**src/rtl/swan_lcd_tx.sv**
```systemverilog
// WonderSwan Color LCD bus generator: serialises ready/valid pixels onto dclk0/dclk1/blank/video.
// Optional internal test pattern enabled by defining SWAN_LCD_TX_PATTERN_EN.
module swan_lcd_tx #(
   parameter int unsigned H_ACTIVE = 224,
   parameter int unsigned V_ACTIVE = 144,
   parameter int unsigned H_BLANK  = 32,
   parameter int unsigned V_BLANK  = 15,
   parameter int unsigned PXL_DIV  = 8
) (
   input  logic        clk,
   input  logic        rst,
   input  logic        enable,
   input  logic [11:0] pxlIn,
   input  logic        pxlValid,
   output logic        pxlReady,
   input  logic        clrUnderflow,
`ifdef SWAN_LCD_TX_PATTERN_EN
   input  logic        patSel,
`endif
   output logic        dclk0,
   output logic        dclk1,
   output logic        hblank,
   output logic        vblank,
   output logic [3:0]  video0,
   output logic [3:0]  video1,
   output logic [3:0]  video2,
   output logic        frameStart,
   output logic        underflow,
   output logic        busy
);

   localparam int unsigned H_TOTAL = H_ACTIVE + H_BLANK;
   localparam int unsigned V_TOTAL = V_ACTIVE + V_BLANK;
   localparam int unsigned SLOT_W  = (PXL_DIV > 2) ? $clog2(PXL_DIV) : 1;
   localparam int unsigned X_W     = (H_TOTAL > 2) ? $clog2(H_TOTAL) : 1;
   localparam int unsigned Y_W     = (V_TOTAL > 2) ? $clog2(V_TOTAL) : 1;

   localparam logic [SLOT_W-1:0] SLOT_LAST  = SLOT_W'(PXL_DIV - 1);
   localparam logic [SLOT_W-1:0] SLOT_HALF  = SLOT_W'(PXL_DIV / 2);
   localparam logic [X_W-1:0]    X_ACT_LAST = X_W'(H_ACTIVE - 1);
   localparam logic [X_W-1:0]    X_LAST     = X_W'(H_TOTAL - 1);
   localparam logic [Y_W-1:0]    Y_ACT_LAST = Y_W'(V_ACTIVE - 1);
   localparam logic [Y_W-1:0]    Y_LAST     = Y_W'(V_TOTAL - 1);

   typedef enum logic [1:0] {StIdle, StActive, StHblank, StVblank} state_e;

   state_e            state_q, state_d;
   logic [SLOT_W-1:0] slot_q, slot_d;
   logic [X_W-1:0]    x_q, x_d;
   logic [Y_W-1:0]    y_q, y_d;
   logic [11:0]       vid_q, vid_d;
   logic              fs_q, fs_d;
   logic              und_q, und_d;
   logic              pat_on;
   logic              pat_d;
   logic              slot_end;
   logic              fetch;
   logic              starved;
   logic              strobe;
   logic [11:0]       pix_src;

`ifdef SWAN_LCD_TX_PATTERN_EN
   logic       pat_q;
   logic [7:0] x8;
   logic [7:0] y8;

   assign pat_on = pat_q;
   assign x8     = 8'(x_q);
   assign y8     = 8'(y_q);
   assign pix_src = pat_q ? {x8[7:4], y8[7:4], x8[3:0] ^ y8[3:0]} : pxlIn;

   always_ff @(posedge clk or negedge rst) begin
      if (!rst) pat_q <= 1'b0;
      else      pat_q <= pat_d;
   end
`else
   assign pat_on  = 1'b0;
   assign pix_src = pxlIn;
`endif

   assign slot_end = (slot_q == SLOT_LAST);
   assign fetch    = (state_q == StActive) && (slot_q == '0);
   assign starved  = fetch && !pat_on && !pxlValid;

   always_comb begin
      state_d = state_q;
      slot_d  = slot_end ? '0 : slot_q + 1'b1;
      x_d     = x_q;
      y_d     = y_q;
      fs_d    = 1'b0;
      pat_d   = pat_on;
      vid_d   = vid_q;
      und_d   = und_q;

      unique case (state_q)
         StIdle: begin
            slot_d = '0;
            x_d    = '0;
            y_d    = '0;
            if (enable) begin
               state_d = StActive;
               fs_d    = 1'b1;
`ifdef SWAN_LCD_TX_PATTERN_EN
               pat_d   = patSel;
`endif
            end
         end
         StActive: begin
            if (slot_end) begin
               x_d = x_q + 1'b1;
               if (x_q == X_ACT_LAST) state_d = StHblank;
            end
         end
         StHblank: begin
            if (slot_end) begin
               if (x_q == X_LAST) begin
                  x_d     = '0;
                  y_d     = y_q + 1'b1;
                  state_d = (y_q < Y_ACT_LAST) ? StActive : StVblank;
               end else begin
                  x_d = x_q + 1'b1;
               end
            end
         end
         StVblank: begin
            if (slot_end) begin
               if (x_q == X_LAST) begin
                  x_d = '0;
                  if (y_q == Y_LAST) begin
                     // Frame boundary: the only point besides IDLE where enable is honoured.
                     y_d = '0;
                     if (enable) begin
                        state_d = StActive;
                        fs_d    = 1'b1;
`ifdef SWAN_LCD_TX_PATTERN_EN
                        pat_d   = patSel;
`endif
                     end else begin
                        state_d = StIdle;
                     end
                  end else begin
                     y_d = y_q + 1'b1;
                  end
               end else begin
                  x_d = x_q + 1'b1;
               end
            end
         end
         default: state_d = StIdle;
      endcase

      if (fetch) vid_d = (pat_on || pxlValid) ? pix_src : 12'h000;
      if (state_d == StVblank || state_d == StIdle) vid_d = 12'h000;

      // Set wins over clear so a starvation in the clearing cycle is not lost.
      if (clrUnderflow) und_d = 1'b0;
      if (starved)      und_d = 1'b1;
   end

   always_ff @(posedge clk or negedge rst) begin
      if (!rst) begin
         state_q <= StIdle;
         slot_q  <= '0;
         x_q     <= '0;
         y_q     <= '0;
         vid_q   <= 12'h000;
         fs_q    <= 1'b0;
         und_q   <= 1'b0;
      end else begin
         state_q <= state_d;
         slot_q  <= slot_d;
         x_q     <= x_d;
         y_q     <= y_d;
         vid_q   <= vid_d;
         fs_q    <= fs_d;
         und_q   <= und_d;
      end
   end

   assign strobe     = (state_q == StActive) && (slot_q >= SLOT_HALF);
   assign dclk0      = strobe && !x_q[0];
   assign dclk1      = strobe && x_q[0];
   assign hblank     = (state_q != StActive);
   assign vblank     = (state_q == StVblank) || (state_q == StIdle);
   assign pxlReady   = fetch && !pat_on;
   assign video0     = vid_q[11:8];
   assign video1     = vid_q[7:4];
   assign video2     = vid_q[3:0];
   assign frameStart = fs_q;
   assign underflow  = und_q;
   assign busy       = (state_q != StIdle);

endmodule

```
**config.mk**
```make
export PLATFORM = sky130hd
export DESIGN_NAME = swan_lcd_tx
export DESIGN_NICKNAME = d
export VERILOG_FILES = /design/src/rtl/swan_lcd_tx.sv
export SDC_FILE = /design/constraint.sdc
export NUM_CORES = 1
export LEC_CHECK = 0
export ABC_AREA = 1
export BUFFER_PORTS_ARGS = -buffer_cell sky130_fd_sc_hd__clkbuf_2
export CAP_MARGIN = 40
export CORE_MARGIN = 5
export CORE_UTILIZATION = 35
export CTS_CLUSTER_DIAMETER = 200
export CTS_CLUSTER_SIZE = 10
export DETAILED_ROUTE_END_ITERATION = 7
export GPL_TIMING_DRIVEN = 0
export PLACE_DENSITY_LB_ADDON = 0.15
export RECOVER_POWER = 50
export SETUP_SLACK_MARGIN = 0.05
export SYNTH_ARGS = -nofsm -noshare
export SYNTH_HDL_FRONTEND = slang
export SYNTH_SLANG_ARGS = --single-unit
```
**constraint.sdc**
```tcl
create_clock -name clk -period 2.8 [get_ports clk]
set_input_delay 0.28 -clock clk [delete_from_list [all_inputs] [get_ports clk]]
set_output_delay 0.28 -clock clk [all_outputs]
set_load 0.02 [all_outputs]
```
# == Word-level counts from Yosys, hierarchy flattened ==
# Cells that the tools add are included.
# totals
ff_bits,35
latch_bits,0
ram_bits,0
romBits,0
input_bits,17
word_cells,79
n_memories,0
# classes
n_addsub,3
multipliers,0
div,0
magnitude_cmp,2
eq_ne,15
shifts,0
muxes,33
bitwise,0
n_reduce_logical,19
# op_table
operator,n
$mux 8,8
$pmux 8 s3,2
$mux 12,3
$eq 8x8->1 const B,3
$mux 2,9
$add 8x1->8 const B,2
$ne 2x2->1 const B,5
$lt 8x8->1 const B,1
$pmux 2 s4,1
$mux 1,7
$eq 2x2->1 const B,3
$mux 3,2
$reduce_bool 2->1,3
$logic_and 1x1->1,5
$reduce_and 5->1,1
$logic_not 2->1,2
$ne 2x1->1 const B,2
$add 3x1->3 const B,1
$eq 3x3->1 const B,1
$ge 3x3->1 const B,1
$logic_not 3->1,1
$reduce_bool 3->1,1
$eq 2x1->1 const B,1
$logic_not 1->1,2
other kinds (4),5

# == Logic depth before layout (Yosys ltp) ==
# Gate-level depths: netlist of run 1.
# depth
word_depth,8
depth_mapped,16
ltp_nobuf,14

# == Worst setup path before layout of run 1 ==
# Ideal clock, no wire load.
# synth_timing
path_kind,flip-flop to flip-flop
start,reg state_q[0]
end,reg y_q[5]
t_arrival_ns,1.702
required_ns,2.678
slack_ns,0.977
path_stages_with_launch,10
path_cell_list,dfrtp_1 inv_1 ha_1 nor2_1 inv_2 a22oi_4 nand2_1 nor2_1 xor2_1 nor2_1
# synth_between
elab_chain_cells,3
word_cells_on_any_way,10
cone_classes,6 x eq/ne; 1 x mux; 3 x reduce/logical
# synth_lines
item,line_no,source
"start, declared",47,"state_e state_q, state_d;"
"start signal, assigned",162,state_q <= StIdle;
"start signal, assigned",170,state_q <= state_d;
$eq 2x2->1 / $logic_not 2->1 (equally long branches),95,unique case (state_q)
$ne 2x2->1 (no source line) / $reduce_bool 3->1 (equally long branches),-,
$reduce_and 5->1 (no source line),-,
"end signal, assigned",173,y_q <= y_d;
"end, declared",50,"logic [Y_W-1:0] y_q, y_d;"
# Several ways; a longest one is shown, not always the timed one.
# A chain may end at the register's enable or synchronous reset.

# == Worst setup path in the final report of run 1 ==
# layout_timing
start,reg state_q[1]
end,out pxlReady
# layout_between
elab_chain_cells,2
# layout_lines
item,line_no,source
$eq 2x1->1,82,assign fetch = (state_q == StActive) && (slot_q == '0);
$logic_and 1x1->1,82,
"end, declared",15,"output logic pxlReady,"
# No other way between the ends.

==> results of run 1 <==
## synth_stat cells
| library cell | count |
|---|---|
| a211oi_1 | 1 |
| a21oi_1 | 10 |
| a21oi_2 | 1 |
| a22oi_4 | 1 |
| a31oi_1 | 1 |
| a32o_1 | 1 |
| and3_1 | 1 |
| buf_2 | 1 |
| buf_6 | 1 |
| clkbuf_1 | 3 |
| clkinv_1 | 1 |
| dfrtp_1 | 35 |
| ha_1 | 11 |
| inv_1 | 27 |
| inv_2 | 7 |
| nand2_1 | 72 |
| nand2_2 | 9 |
| nand3_1 | 11 |
| nand3_2 | 1 |
| nand3_4 | 1 |
| nand4_1 | 4 |
| nor2_1 | 28 |
| nor2_2 | 12 |
| nor2_4 | 2 |
| nor3_1 | 8 |
| o21ai_0 | 17 |
| o21ai_1 | 4 |
| o22ai_1 | 2 |
| o31ai_1 | 1 |
| or2_1 | 1 |
| xor2_1 | 3 |
## routing by layer
layer  track usage [%]  share of wire, %  vias to the layer above
met5                 0                 0                        -
met4              3.63              0.15                        0
met3              2.26               3.5                        2
met2              21.3                48                       29
met1              17.1                48                      874
li1                  -                 -                      973
## registers in the layout, summed over array words and instances, names as in the netlist
name	count
vid_q	12
x_q	8
y_q	8
slot_q	3
state_q	2
frameStart	1
underflow	1
## cell families after synthesis
| family | count (synthesis) |
|---|---|
| AND/OR/NAND/NOR | 150 |
| buffers and inverters | 40 |
| AO/OA/AOI/OAI | 39 |
| flip-flops | 35 |
| adder cells (fa/ha/maj) | 11 |
| XOR/XNOR | 3 |
## worst min-delay path by stage
stage	to	slack [ns]	depth (start not counted)
final	underflow	0.18	2
after global routing	underflow	0.20	2
after CTS	underflow	0.18	2
after detailed placement	x_q[3]	0.25	1
after global placement	x_q[2]	0.45	1
after floorplan	frameStart	-0.02	0
## final cells by class
cell class                      instances  area, sq um
Sequential cell                        35          876
Inverter                               35          131
Clock buffer                            6         72.6
Fill cell                             616         3390
Tap cell                               75         93.8
Buffer                                  5         27.5
Timing Repair Buffer                   38          180
Multi-Input combinational cell        203         1080
Clock inverter                          1         30.0
## report_power, final
group / leakage [nW] / switching (W) / internal (W)
logic: 0.645 / 0.0000184 / 0.0000111
clock network: 0.0513 / 0.000178 / 0.000261
registers: 0.469 / 0.0000000000000000000238 / 0.000505
total: 1.17 / 0.000196 / 0.000777
## through the flow
stage	power [W]	area, sq um
4_1_cts	0.000994	2530
5_1_grt	0.00101	2490
3_3_place_gp	0.000544	2390
6_report	0.000974	2490
2_1_floorplan	0.000521	2120
3_5_place_dp	0.000549	2420
## cells in the final DEF, fill, tap and decap left out
master / synthesis / routed
and3_1: 1 / 1
nand3_1: 11 / 11
nand4_1: 4 / 4
a31oi_1: 1 / 1
o31ai_1: 1 / 1
clkbuf_8: 0 / 5
a22oi_4: 1 / 1
o22ai_1: 2 / 2
clkinv_1: 1 / 1
nor2_1: 28 / 28
nand3_4: 1 / 1
clkbuf_1: 3 / 16
a21oi_1: 10 / 10
dlygate4sd3_1: 0 / 1
ha_1: 11 / 11
a211oi_1: 1 / 1
a21oi_2: 1 / 1
inv_1: 27 / 27
a32o_1: 1 / 1
or2_1: 1 / 1
o21ai_1: 4 / 4
bufinv_16: 0 / 1
buf_6: 1 / 1
o21ai_0: 17 / 17
inv_2: 7 / 7
nor2_4: 2 / 2
nand2_1: 72 / 72
nor3_1: 8 / 8
nand3_2: 1 / 1
nand2_2: 9 / 9
clkbuf_2: 0 / 25
buf_2: 1 / 1
dfrtp_1: 35 / 35
xor2_1: 3 / 3
nor2_2: 12 / 12
==> flow_summary_export.csv, run 1 <==
group,metric,value,unit
run_status,status,"completed",
drt,routedWlPerCell,11.7,um
place,place_inst,390,
setup_path,path_cells,"inv_1 > ha_1 > nand3_1 > inv_2 > clkbuf_1 > clkbuf_2",
setup_path,crit_path_end_kind,"primary output",
clock_tree,cts_resized,0,
timing,finalHoldViolCount,0,
setup_path,r2r-end,"y_q[5]",
timing,rsz0062_at_grt,"false",
timing,drv_slew,0,
power_and_ir_drop,p_per_area,391,mW/mm^2
drt,wirelength,4.64,mm
synthesis,syn_inst,278,
synthesis,synth_compound_area_share,10.8,%
setup_path,crit_family,"buffers and inverters",
timing,clock_skew,0.0105,ns
synthesis,synth-seq-cells,35,
synthesis,synth_top_family_by_area,"simple AND/OR/NAND/NOR gates",
clock_tree,cts-htree-levels,2,
drt,avgViaCountPerCell,4.72,
die,die-area,0.00770,sq mm
global_route,grt_pass1_vias,1835,
worst_hold_path,holdCritStartpoint,"clrUnderflow",
die,core,0.00589,sq mm
synthesis,seq_area_frac_synth,41.4,%
cells_and_area,nets,351,
die,die_h,87.8,um
power_and_ir_drop,p_leak,1.17,nW
global_route,antenna_found_initial,0,
place,post-dp-hpwl,3.64,mm
synthesis,syn-num-nets,306,
job,drv_cap,0,
setup_path,crit_buf_inv,4,
clock_tree,clock_latency,0.28,ns
setup_path,path_depth,6,
setup_path,slowest_delay,0.40,ns
drt,drcViolationCount,0,
drt,drt-pass1-iter-count,4,
setup_path,reg2reg_depth,9,
cells_and_area,area_growth,17.8,%
synthesis,yosys.area_share.xor_xnor,1.24,%
setup_path,path_class,"flip-flop to primary output",
synthesis,syn_avg_cell_area,7.62,sq um
synthesis,ys_warn_count,0,
timing,worstMarginPinSlew,1.13,ns
timing,hold_ws,0.180,ns
synthesis,synth_top_area_share,41.4,%
setup_path,critPathRequiredTime,2.52,ns
synthesis,synth_simple_gate_area_share,32.6,%
die,rows,28,
timing,setup_violations,0,
timing,fmax,431,MHz
drt,num_vias,1878,
setup_path,critPathLaunchType,"flip-flop",
timing,min_period,2.32,ns
cells_and_area,layout-drive-gt1-share,20.7,%
setup_path,path_max_fanout,10,
setup_path,rrSetupSlack,0.67,ns
global_route,grt_pass1_wl,7.96,mm
drt,ant_nets,0,
setup_path,worstSetupStartpoint,"state_q[1]",
synthesis,synth_mux_area_share,0,%
clock_tree,clk_path_buf_depth,2,
synthesis,synth_area,0.00212,sq mm
place,portBuffers,36,
clock_tree,clk_pin_slew_worst_paths,0.08,ns
clock_tree,cts_tree,"yes",
synthesis,ys_types,31,
worst_hold_path,hp-class,"primary input to flip-flop",
timing,maxSlewHeadroom,24.4,%
synthesis,synth_adder_area_share,6.50,%
global_route,grt_usage,12.8,%
cells_and_area,instances_no_fill,398,
clock_tree,cts.sinks,35,
clock_tree,post_cts_buffers,0,
synthesis,synth_top_cell_by_area,"dfrtp_1",
setup_path,worstReg2RegStart,"state_q[0]",
place,dpl_worst_slack,0.679,ns
setup_path,cp-endpoint,"pxlReady",
clock_tree,ctsHoldBuffers,1,
global_route,grt_max_degree,21,
die,ios,37,
die,die_w,87.8,um
power_and_ir_drop,peakVddDrop,0.194,mV
timing,finalWorstSetupSlack,0.481,ns
timing,finalCritPeriodShare,82.8,%
global_route,overflow,0,
setup_path,cp.arrival,2.04,ns
die,start_util,36.0,%
drt,dr.first_iter.drc_count,59,
cells_and_area,n_antenna_cell,0,
place,gp_congestion,0.788,
cells_and_area,fin_util,42.4,%
clock_tree,cts_buffers,5,
synthesis,synth_area_leaders,"dfrtp_1 41%, nand2_1 13%, ha_1 6.5%",
timing,setup_tns,0,ns
clock_tree,cts_root_buffer,"clkbuf_8",
setup_path,slowest_stage,"dfrtp_1",
(Power assumes the default switching activity.)
==> run 2: changes to the inputs <==
--- a/config.mk
+++ b/config.mk
@@ -5,7 +5,7 @@
 export SDC_FILE = /design/constraint.sdc
 export NUM_CORES = 1
 export LEC_CHECK = 0
-export ABC_AREA = 1
+export ABC_AREA = 0
 export BUFFER_PORTS_ARGS = -buffer_cell sky130_fd_sc_hd__clkbuf_2
 export CAP_MARGIN = 40
 export CORE_MARGIN = 5
==> constraint.sdc (replaced) <==
create_clock -name clk -period 1.9 [get_ports clk]
set_input_delay 0.19 -clock clk [delete_from_list [all_inputs] [get_ports clk]]
set_output_delay 0.19 -clock clk [all_outputs]
set_load 0.02 [all_outputs]
==> flow_summary_export.csv, run 2 <==
group,metric,value,unit
place,placed_area,0.00262,sq mm
synthesis,async_flop_share,100,%
clock_tree,cts_root_buffer,"clkbuf_8",
power_and_ir_drop,p_per_area,467,mW/mm^2
place,portBuffers,36,
die,rows,29,
die,die-area,0.00805,sq mm
synthesis,ys_warn_count,0,
synthesis,synth_top_cell_by_area,"dfrtp_1",
place,post-dp-hpwl,3.96,mm
synthesis,syn_avg_cell_area,8.90,sq um
run_status,violations,"negative setup slack",
drt,dr.first_iter.drc_count,57,
power_and_ir_drop,p_leak,1.44,nW
synthesis,syn_inst,250,
clock_tree,cts_buffers,5,
cells_and_area,layout_common_cells,"41 x o21ai_0, 36 x nand2_1, 35 x clkbuf_2",
worst_hold_path,min_path_cells,2,
clock_tree,clk_path_buf_depth,2,
cells_and_area,largest_reg_flops,12,
place,gp_congestion,0.793,
timing,setup_violations,14,
drt,drcViolationCount,0,
synthesis,ys_types,44,
setup_path,slowest_stage,"a2111o_2",
timing,finalWorstSetupSlack,-0.223,ns
synthesis,yosys.cell_count.top_type,"o21ai_0",
synthesis,synth_ff_type,"dfrtp_1",
cells_and_area,top_register,"vid_q",
cells_and_area,nets,345,
synthesis,synth_edf_count,0,
setup_path,path_class,"flip-flop to flip-flop",
die,core,0.00628,sq mm
setup_path,slowest_delay,0.46,ns
synthesis,syn-num-nets,278,
cells_and_area,n_antenna_cell,0,
synthesis,synth_top_area_share,39.3,%
synthesis,synth_area,0.00223,sq mm
synthesis,yosys-top-cells-count,"41 x o21ai_0, 37 x nand2_1, 35 x dfrtp_1",
global_route,grt_max_degree,19,
cells_and_area,nFillCells,606,
clock_tree,clock_latency,0.29,ns
setup_path,critPathLaunchType,"flip-flop",
clock_tree,cts.sinks,35,
synthesis,synth_area_leaders,"dfrtp_1 39%, o21ai_0 9.2%, nand2_1 6.2%",
timing,drv_slew,0,
drt,wirelength,5.74,mm
die,die_h,89.7,um
timing,fmax,471,MHz
cells_and_area,layout-drive-gt1-share,35.8,%
power_and_ir_drop,peakVddDrop,0.382,mV
drt,avgViaCountPerCell,5.16,
timing,finalHoldViolCount,0,
drt,drt-pass1-iter-count,4,
global_route,antenna_found_initial,0,
drt,routedWlPerCell,14.5,um
job,drv_cap,0,
cells_and_area,area_growth,36.3,%
setup_path,critPathRequiredTime,2.11,ns
global_route,grt_usage,13.9,%
timing,worstMarginPinSlew,1.01,ns
timing,finalCritPeriodShare,112,%
global_route,overflow,0,
drt,num_vias,2037,
die,start_util,35.5,%
clock_tree,cts_tree,"yes",
timing,min_period,2.12,ns
cells_and_area,largest_registers,"vid_q (12), x_q (8), y_q (8)",
place,dpl_worst_slack,-0.449,ns
timing,clock_skew,0.00513,ns
die,die_w,89.7,um
global_route,grt_pass1_vias,1911,
clock_tree,cts-htree-levels,2,
synthesis,synth-seq-cells,35,
cells_and_area,fin_util,48.3,%
global_route,grt_pass1_wl,9.44,mm
timing,maxSlewHeadroom,32.9,%
setup_path,crit_path_end_kind,"flip-flop",
cells_and_area,final_area,0.00303,sq mm
timing,rsz0062_at_grt,"true",
power_and_ir_drop,p_total,0.00142,W
setup_path,cp.arrival,2.34,ns
timing,setup_tns,-2.60,ns
die,ios,37,
worst_hold_path,hp-class,"primary input to flip-flop",
drt,ant_nets,0,
setup_path,reg2reg_depth,9,
run_status,status,"complete, but fails checks",
setup_path,path_cells,"ha_2 > ha_4 > nand4_4 > nor4_4 > buf_4 > a2111o_2 > o221ai_4 > clkbuf_16 > mux2i_1",
setup_path,path_max_fanout,5,
synthesis,seq_area_frac_synth,39.3,%
cells_and_area,final_common_cell,"o21ai_0",
clock_tree,clk_pin_slew_worst_paths,0.07,ns
run 2: path summary, 6_finish.rpt:
path | slack (ns) | end | from
max in group asynchronous | 0.26 | x_q[0] | rst
worst min register to register | 0.51 | y_q[4] | y_q[4]
worst min-delay path | 0.08 | underflow | clrUnderflow
worst max register to register | -0.22 | vid_q[8] | slot_q[0]
worst max-delay path | -0.22 | vid_q[8] | slot_q[0]
min in group asynchronous | 0.58 | y_q[3] | rst
run 2: power by group:
part           internal (W)              switching, W   total, W
sequential         0.000744  0.0000000000000000000420   0.000744
clock              0.000331                  0.000279   0.000610
combinational     0.0000226                 0.0000388  0.0000614
total               0.00110                  0.000318    0.00142
run 2: metrics by stage:
stage	hold slack, ns	instances
CTS	0.0710	387
global placement	0.381	363
detailed placement	0.202	364
global route	0.0770	395
finish	0.0803	395
floorplan	-0.106	250
run 2: layer usage:
layer / routed length (um) / vias up / GRT usage, %
met3: 269 / 6 / 3.17
met4: 53 / 0 / 4.16
met5: 0 / - / 0
met2: 2600 / 39 / 20.7
met1: 2820 / 955 / 20.1
li1: - / 1037 / -
run 2: timing repair:
action	in CTS	in global routing
resized for setup	14	26
endpoints found under the setup margin	32	29
gates cloned	2	0
buffers inserted	13	8
hold endpoints to repair	17	0
hold buffers	1	0
pin swaps	3	3
run 2: critical path: cells and delay by family, from the launching register on:
family / cells / cell delay (ns)
mux: 1 / 0.18
compound gates: 2 / 0.58
simple gates: 2 / 0.15
fa+ha+maj: 2 / 0.39
flops: 1 / 0.39
buf+inv: 2 / 0.36
run 2: cell families after synthesis:
kind of cell    Yosys count  synth area share [%]
simple gates             90                  21.8
compound gates           75                  21.2
flops                    35                  39.3
buf+inv                  25                  5.00
mux                      14                  6.52
fa+ha+maj                11                  6.18
run 2: final cells by class:
type	count	area (sq um)	area share, %
inverters	14	52.6	1.73
repair buffers	61	423	13.9
flip-flops and latches	35	881	29.0
multi-input cells	190	1390	45.9
clock buffers	8	100	3.30
plain buffers	10	88.8	2.93
well taps	77	96.3	3.18
==> run 3: changes to the inputs <==
--- a/config.mk
+++ b/config.mk
@@ -6,13 +6,14 @@
 export NUM_CORES = 1
 export LEC_CHECK = 0
 export ABC_AREA = 0
-export BUFFER_PORTS_ARGS = -buffer_cell sky130_fd_sc_hd__clkbuf_2
 export CAP_MARGIN = 40
 export CORE_MARGIN = 5
 export CORE_UTILIZATION = 35
+export CTS_BUF_LIST = sky130_fd_sc_hd__clkbuf_2 sky130_fd_sc_hd__clkbuf_4 sky130_fd_sc_hd__clkbuf_8
 export CTS_CLUSTER_DIAMETER = 200
 export CTS_CLUSTER_SIZE = 10
 export DETAILED_ROUTE_END_ITERATION = 7
+export DONT_BUFFER_PORTS = 1
 export GPL_TIMING_DRIVEN = 0
 export PLACE_DENSITY_LB_ADDON = 0.15
 export RECOVER_POWER = 50
==> flow_summary_export.csv, run 3 (synthesis results as in run 2) <==
group,metric,value,unit
setup_path,slowest_stage,"dfrtp_1",
timing,finalCritPeriodShare,109,%
drt,num_vias,1989,
power_and_ir_drop,p_per_area,518,mW/mm^2
place,placed_area,0.00241,sq mm
cells_and_area,instances_no_fill,358,
die,ios,37,
setup_path,rrSetupSlack,-0.17,ns
clock_tree,clk_path_buf_depth,2,
timing,fmax,484,MHz
setup_path,critPathLaunchType,"flip-flop",
cells_and_area,top_register,"vid_q",
setup_path,cp.arrival,2.24,ns
die,die-area,0.00805,sq mm
power_and_ir_drop,peakVddDrop,0.401,mV
cells_and_area,largest_registers,"vid_q (12), x_q (8), y_q (8)",
timing,setup_tns,-1.89,ns
place,place_inst,327,
cells_and_area,largest_reg_flops,12,
setup_path,critPathRequiredTime,2.07,ns
die,die_w,89.7,um
clock_tree,cts_root_buffer,"clkbuf_8",
cells_and_area,regArea,880,sq um
cells_and_area,n_antenna_cell,0,
timing,clock_skew,0.00416,ns
timing,finalWorstSetupSlack,-0.168,ns
clock_tree,cts_tree,"yes",
clock_tree,clock_latency,0.29,ns
global_route,grt_use_met1,19.9,%
job,drv_cap,0,
cells_and_area,layout_common_cells,"37 x nand2_1, 37 x o21ai_0, 32 x dfrtp_1",
cells_and_area,fin_util,45.2,%
drt,wirelength,5.72,mm
place,gp_congestion,0.786,
clock_tree,clk_pin_slew_worst_paths,0.07,ns
worst_hold_path,hp-class,"primary input to flip-flop",
place,post-dp-hpwl,3.75,mm
run_status,violations,"negative setup slack",
timing,setup_violations,14,
global_route,use_met3,3.34,%
cells_and_area,nFillCells,610,
setup_path,crit_path_end_kind,"flip-flop",
clock_tree,cts-htree-levels,2,
setup_path,path_cells,"ha_2 > ha_4 > nand4_4 > nor4_4 > buf_4 > mux2_4 > buf_6 > nand3_2 > mux2i_1",
cells_and_area,multiInputGateArea,0.00139,sq mm
global_route,overflow,0,
die,start_util,35.5,%
timing,rsz0062_at_grt,"true",
clock_tree,cts_buffers,5,
cells_and_area,area_growth,27.5,%
run_status,status,"complete, but fails checks",
global_route,grt_usage,14.6,%
die,core,0.00628,sq mm
global_route,antenna_found_initial,0,
cells_and_area,final_area,0.00284,sq mm
die,rows,29,
die,die_h,89.7,um
setup_path,path_max_fanout,5,
timing,maxSlewHeadroom,37.2,%
drt,dr.first_iter.drc_count,113,
place,portBuffers,0,
drt,routedWlPerCell,16.0,um
drt,drt-pass1-iter-count,4,
global_route,grt_max_degree,36,
power_and_ir_drop,p_leak,1.27,nW
global_route,grt_pass1_vias,1972,
timing,drv_slew,0,
timing,finalHoldViolCount,0,
global_route,gr-usage-met2,22.7,%
cells_and_area,layout-drive-gt1-share,28.5,%
timing,min_period,2.07,ns
drt,ant_nets,0,
drt,avgViaCountPerCell,5.56,
drt,drcViolationCount,0,
cells_and_area,nets,309,
setup_path,path_class,"flip-flop to flip-flop",
global_route,grt_pass1_wl,9.86,mm
clock_tree,cts.sinks,35,
global_route,busiest_layer,"met2",
timing,worstMarginPinSlew,0.943,ns
setup_path,slowest_delay,0.36,ns
run 3: what timing repair did:
item | in CTS | in global routing
pin swaps | 4 | 3
hold endpoints to repair | 36 | 0
buffers inserted | 10 | 10
gates cloned | 2 | 0
hold buffers | 3 | 0
resized for setup | 23 | 19
setup endpoints to repair | 32 | 30
run 3: worst paths after layout:
check                          start          to  depth (start not counted)
max                        slot_q[0]    vid_q[3]                          9
min                           enable  frameStart                          1
max reg2reg                slot_q[0]    vid_q[3]                          9
min reg2reg                   y_q[4]      y_q[4]                          1
max in group asynchronous        rst  state_q[0]                          2
min in group asynchronous        rst    vid_q[0]                          2
run 3: critical path: cells and delay by family (launching register included):
family,cells,cell delay [ns]
DFF,1,0.36
muxes,2,0.41
buffers and inverters,2,0.34
adders and majority gates,2,0.34
and+or+nand+nor,3,0.49
run 3: area by class of cell:
cell class,count,share of cell area [%]
buffer,10,3.13
clock buffer,6,2.69
clock inverter,1,1.06
inverter,14,1.94
multi-input combinational,190,49.0
sequential,35,31.0
tap,77,3.39
timing repair buffer,25,7.80
run 3: per-layer routing:
layer | wire, um | share of wire (%)
met5 | 0 | 0
met4 | 97 | 1.7
met3 | 298 | 5.2
met2 | 2640 | 46
met1 | 2690 | 47
run 3: power breakdown:
part | total (W) | switching (W) | internal [W]
registers | 0.000744 | 0.000000000000000000142 | 0.000744
logic | 0.0000483 | 0.0000339 | 0.0000143
clock network | 0.000678 | 0.000279 | 0.000399
total | 0.00147 | 0.000313 | 0.00116
run 3: metrics by stage:
stage	setup slack [ns]	hold WS (ns)	power [W]
3_5_place_dp	-0.428	-0.104	0.000785
3_3_place_gp	-0.393	-0.104	0.000784
2_1_floorplan	0.0199	-0.106	0.000779
5_1_grt	-0.288	0.0553	0.00153
4_1_cts	-0.155	0.0473	0.00149
6_report	-0.168	0.0580	0.00147
